File: src/rtl/cgol_frame_capture.sv
// Rebuilds the row-multiplexed cgol scan (one-hot row, pattern col) into complete 8x8 board frames.
// Optional still-life flag: define CGOL_CAP_STILL_DETECT_EN to add the still output.
module cgol_frame_capture #(
    parameter int unsigned TIMEOUT = 255
) (
    input  logic        ph1,
    input  logic        reset,
    input  logic [7:0]  row,
    input  logic [7:0]  col,
    output logic [63:0] frame,
    output logic        frame_valid,
    output logic [6:0]  pop,
    output logic [15:0] gen_count,
    output logic        sync_err,
    output logic [7:0]  err_count
`ifdef CGOL_CAP_STILL_DETECT_EN
   ,output logic        still
`endif
);
    typedef enum logic {ST_SYNC, ST_CAPTURE} state_e;

    localparam logic [7:0] TIMEOUT_LAST = 8'(TIMEOUT - 1);

    state_e      state_q, state_d;
    logic [2:0]  exp_q, exp_d;
    logic [7:0]  tcnt_q, tcnt_d;
    logic [63:0] shadow_q, shadow_d;
    logic [63:0] frame_q, frame_d;
    logic [6:0]  pop_q, pop_d;
    logic [15:0] gen_q, gen_d;
    logic        fv_q, fv_d;
    logic        err_q, err_d;
    logic [7:0]  errc_q, errc_d;
`ifdef CGOL_CAP_STILL_DETECT_EN
    logic        still_q, still_d;
`endif

    logic [2:0]  dwell_idx;
    logic [7:0]  row_exp, row_dwell;
    logic        stall, viol;

    function automatic logic [6:0] popcount64(input logic [63:0] v);
        logic [6:0] n;
        n = '0;
        for (int i = 0; i < 64; i++) n = n + {6'd0, v[i]};
        return n;
    endfunction

    // exp==0 means all eight rows are held, so the dwell row wraps to row 7.
    assign dwell_idx = exp_q - 3'd1;
    assign row_exp   = 8'd1 << exp_q;
    assign row_dwell = 8'd1 << dwell_idx;

    always_comb begin
        // NOTE: every combinational output gets a default first so no path can infer a latch.
        state_d  = state_q;
        exp_d    = exp_q;
        tcnt_d   = tcnt_q;
        shadow_d = shadow_q;
        frame_d  = frame_q;
        pop_d    = pop_q;
        gen_d    = gen_q;
        fv_d     = 1'b0;
        err_d    = 1'b0;
        errc_d   = errc_q;
        stall    = 1'b0;
        viol     = 1'b0;
`ifdef CGOL_CAP_STILL_DETECT_EN
        still_d  = 1'b0;
`endif
        case (state_q)
            ST_SYNC: begin
                if (row == 8'h01) begin
                    shadow_d      = '0;
                    shadow_d[7:0] = col;
                    exp_d         = 3'd1;
                    tcnt_d        = '0;
                    state_d       = ST_CAPTURE;
                end
            end
            default: begin
                if (row == 8'h00) begin
                    stall = 1'b1;
                end else if (row == row_dwell) begin
                    shadow_d[{dwell_idx, 3'b000} +: 8] = col;
                    stall = 1'b1;
                end else if (row == row_exp && exp_q != 3'd0) begin
                    shadow_d[{exp_q, 3'b000} +: 8] = col;
                    exp_d  = exp_q + 3'd1;
                    tcnt_d = '0;
                end else if (row == 8'h01 && exp_q == 3'd0) begin
                    frame_d       = shadow_q;
                    pop_d         = popcount64(shadow_q);
                    gen_d         = gen_q + 16'd1;
                    fv_d          = 1'b1;
`ifdef CGOL_CAP_STILL_DETECT_EN
                    still_d       = (shadow_q == frame_q) && (gen_q != 16'd0);
`endif
                    shadow_d[7:0] = col;
                    exp_d         = 3'd1;
                    tcnt_d        = '0;
                end else begin
                    viol = 1'b1;
                end

                if (stall) begin
                    if (tcnt_q == TIMEOUT_LAST) viol = 1'b1;
                    else tcnt_d = tcnt_q + 8'd1;
                end

                // Any violation drops the partial frame and waits for a fresh row 0.
                if (viol) begin
                    err_d    = 1'b1;
                    errc_d   = (errc_q == 8'hFF) ? errc_q : errc_q + 8'd1;
                    state_d  = ST_SYNC;
                    exp_d    = '0;
                    tcnt_d   = '0;
                    shadow_d = '0;
                end
            end
        endcase
    end

    always_ff @(posedge ph1) begin
        if (!reset) begin
            state_q  <= ST_SYNC;
            exp_q    <= '0;
            tcnt_q   <= '0;
            shadow_q <= '0;
            frame_q  <= '0;
            pop_q    <= '0;
            gen_q    <= '0;
            fv_q     <= 1'b0;
            err_q    <= 1'b0;
            errc_q   <= '0;
`ifdef CGOL_CAP_STILL_DETECT_EN
            still_q  <= 1'b0;
`endif
        end else begin
            state_q  <= state_d;
            exp_q    <= exp_d;
            tcnt_q   <= tcnt_d;
            shadow_q <= shadow_d;
            frame_q  <= frame_d;
            pop_q    <= pop_d;
            gen_q    <= gen_d;
            fv_q     <= fv_d;
            err_q    <= err_d;
            errc_q   <= errc_d;
`ifdef CGOL_CAP_STILL_DETECT_EN
            still_q  <= still_d;
`endif
        end
    end

    assign frame       = frame_q;
    assign frame_valid = fv_q;
    assign pop         = pop_q;
    assign gen_count   = gen_q;
    assign sync_err    = err_q;
    assign err_count   = errc_q;
`ifdef CGOL_CAP_STILL_DETECT_EN
    assign still       = still_q;
`endif

endmodule

File: config.mk
export PLATFORM = sky130hd
export DESIGN_NAME = cgol_frame_capture
export DESIGN_NICKNAME = d
export VERILOG_FILES = /design/src/rtl/cgol_frame_capture.sv
export SDC_FILE = /design/constraint.sdc
export NUM_CORES = 1
export LEC_CHECK = 0
export CORE_MARGIN = 2
export CORE_UTILIZATION = 35
export CTS_BUF_LIST = sky130_fd_sc_hd__clkbuf_2 sky130_fd_sc_hd__clkbuf_4 sky130_fd_sc_hd__clkbuf_8
export CTS_CLUSTER_SIZE = 8
export DETAILED_ROUTE_END_ITERATION = 12
export GPL_TIMING_DRIVEN = 0
export SKIP_LAST_GASP = 1
export SYNTH_ARGS = -nofsm -noshare
export SYNTH_HDL_FRONTEND = slang
export SYNTH_SLANG_ARGS = --single-unit
File: constraint.sdc
create_clock -name ph1 -period 14.24 [get_ports ph1]
set_input_delay 1.424 -clock ph1 [delete_from_list [all_inputs] [get_ports ph1]]
set_output_delay 1.424 -clock ph1 [all_outputs]
set_load 0.02 [all_outputs]
==> flow_summary.toml <==
[outcome]
status = "finished clean"

[floorplanning]
core_sq_um = 25300
die_w_um = 165
die_area_sq_um = 27200
pin_count = 115
num_rows = 58
die_height_um = 165
start_util_pct = 35.8

[clocking]
cts_setup_buffers = 0
worstSkewPairLatency_ps = 470
htree_num_levels = 4
clockRootBuffer = "clkbuf_8"
cts_resized = 0
postCtsHoldBufs = 0
cts_tree = "done"
cts_made_buffers = 17
cts_buffer_depth = 2
clkTransAtPathRegs_ps = 90
cts.sinks = 173

[sta]
post-route-period-util_pct = 44.7
finalSetupTns_ps = 0
tightest_slew_ps = 838
slew_viol_final = 0
fin_skew_ps = 11.9
relSlewSlack_pct = 43.9
fmax_mhz = 157
setup_viol = 0
rsz0062_at_grt = "no"
min_period_ps = 6370
finalHoldViolCount = 0

[place]
place_congestion = 0.952
hpwl_um = 19800
portBuffers = 113

[layout]
diodes = 0
layout-drive-gt1-share_pct = 4.70
final_nets = 1306
syn_to_final_growth_pct = 21.5

[flow_run]
maxCapViolCount = 0

[min_path]
hold_depth = 2
worstHoldStart = "pop[4]"
hold_path_class = "reg -> reg"
hold_path_end = "pop[4]"

[worst_setup_path]
cp_data_required_time_ps = 14610
arrival_ps = 6740
end_kind = "flip-flop"
crit_type = "reg -> reg"
r2r_end = "pop[5]"
r2r_cells = 21
start_kind = "flip-flop"
path_max_fanout = 3
reg2reg_from = "shadow_q[35]"
r2r_slack_ps = 7870

[route]
drc_errors = 0
ant_nets = 0
viasPerCell = 5.05
wl_per_cell_um = 16.8
vias = 7791
drt-initial-drc-count = 458
drt_pass1_iterations = 5
wl_um = 26000

[synth]
yosysSeqAreaShare_pct = 38.2
netlist_area_sq_um = 9060
avgSynthCellArea_sq_um = 8.47
ys_ff_latch = 173
synth_ff_type = "dfxtp_1"
syn-num-nets = 1174
synthCells = 1070
synth-async-reset-ratio_pct = 0
ys_warn_count = 0
synth_cell_type_count = 56
synth_edf_count = 0

[grt]
grt_pass1_vias = 7504
grt_pass1_wl_um = 41100
grt_start_max_net_pins = 17
antenna_found_initial = 0
grt_usage_pct = 19.8
grt.overflow.total = 0

[power_and_ir_drop]
power.density_nw_per_um2 = 79.5
ir_worst_vdd_mv = 0.0582
leakage_uw = 0.00392
power_uw = 875
-- metrics by stage --
| step | std cells | hold WS [ps] | utilization (%) | setup slack (ps) | cell area (sq um) |
|---|---|---|---|---|---|
| after global placement | 1513 | 444 | 41.9 | 7950 | 10600 |
| after global routing | 1543 | 474 | 43.5 | 7550 | 11000 |
| after floorplan | 1070 | 444 | - | 8330 | 9060 |
| after CTS | 1543 | 460 | 43.5 | 7880 | 11000 |
| after detailed placement | 1513 | 447 | 41.9 | 7940 | 10600 |
| final | 1543 | 455 | 43.5 | 7870 | 11000 |
-- cell usage after synthesis, drive strengths merged, types with 2 or more instances --
cell type / count / area (sq um)
nand2: 180 / 676
dfxtp: 173 / 3460
inv: 125 / 469
a21oi: 102 / 510
nand3: 64 / 320
fa: 54 / 1080
nor2: 54 / 208
o31ai: 43 / 337
ha: 32 / 400
clkbuf: 31 / 116
o21ai: 25 / 125
buf: 24 / 110
nand4: 20 / 125
nor3: 14 / 70.1
xnor2: 14 / 123
xor2: 13 / 114
and3: 10 / 62.6
o2bb2ai: 9 / 78.8
a22o: 8 / 70.1
nand2b: 8 / 50.1
or3: 8 / 50.1
a21o: 5 / 37.5
nor4: 5 / 31.3
mux2i: 4 / 40.0
nor2b: 4 / 25.0
and2: 3 / 18.8
o211ai: 3 / 22.5
o221ai: 3 / 26.3
o22ai: 3 / 18.8
a211oi: 2 / 15.0
a221oi: 2 / 35.0
a31o: 2 / 17.5
a32o: 2 / 20.0
and4: 2 / 17.5
nand4b: 2 / 17.5
nor3b: 2 / 15.0
o21a: 2 / 15.0
or4: 2 / 15.0
-- report_power, final --
part	internal, uW	switching (uW)
sequential	483	0.220
combinational	8.45	24.0
clock	178	182
total	669	206
-- cells by family after synthesis --
family / after synthesis / synth area share, %
flip-flops: 173 / 38.2
AND/OR/NAND/NOR: 381 / 19.1
buffers and inverters: 180 / 7.68
multiplexers: 4 / 0.442
AO/OA/AOI/OAI: 219 / 15.6
adder cells (fa/ha/maj): 86 / 16.3
XOR/XNOR: 27 / 2.61
-- worst max-delay path: stages, from the launching register on --
cell and delay [ps]:
dfxtp_1 390, inv_1 80, fa_1 530, inv_1 50, fa_1 490, inv_1 60
fa_1 440, fa_1 550, inv_1 60, fa_1 550, fa_1 450, fa_1 560
inv_1 70, fa_1 550, inv_1 70, ha_1 280, a21o_1 180, a21o_1 190
a21o_1 180, a21oi_1 170, xnor2_1 100, a211oi_1 260
-- worst max path at each step --
stage                       startpoint  slack [ps]  endpoint
after floorplan           shadow_q[35]        8330    pop[5]
after global placement    shadow_q[35]        7950    pop[5]
after detailed placement  shadow_q[35]        7940    pop[6]
after CTS                 shadow_q[35]        7880    pop[5]
after global routing      shadow_q[35]        7550    pop[6]
final                     shadow_q[35]        7870    pop[5]
-- cell usage in the layout, fill, tap and decap left out, drive strengths merged, types with 3 or more instances in the layout --
cell type	n
nand2	180
dfxtp	173
inv	125
clkdlybuf4s50	113
a21oi	102
nand3	64
fa	54
nor2	54
clkbuf	51
o31ai	43
ha	32
o21ai	25
buf	24
nand4	20
xnor2	14
nor3	14
xor2	13
and3	10
o2bb2ai	9
or3	8
a22o	8
nand2b	8
a21o	5
nor4	5
nor2b	4
mux2i	4
clkinv	4
o22ai	3
o211ai	3
o221ai	3
bufinv	3
clkinvlp	3
and2	3
-- cell type report --
| cell class | instances | area (sq um) |
|---|---|---|
| Fill cell | 2572 | 14300 |
| Clock inverter | 10 | 144 |
| Timing Repair Buffer | 113 | 1130 |
| Buffer | 55 | 226 |
| Inverter | 125 | 469 |
| Tap cell | 330 | 413 |
| Sequential cell | 173 | 3460 |
| Multi-Input combinational cell | 717 | 4900 |
| Clock buffer | 20 | 256 |
-- flip-flops by register name, summed over array words and instances, names as in the netlist --
signal,count
pop,7
exp_q,3
tcnt_q,8
state_q,1
frame_valid,1
frame,64
sync_err,1
err_count,8
shadow_q,64
gen_count,16
-- per-layer routing --
layer	share of wire, %	GRT usage (%)	wire (um)	up-vias
met3	6.6	5.37	1710	40
met4	2.3	6.28	599	0
met1	46	26.6	12000	3685
met5	0	0	0	-
li1	-	-	-	3855
met2	45	31.0	11600	211
Power figures use the tool's default switching activity.
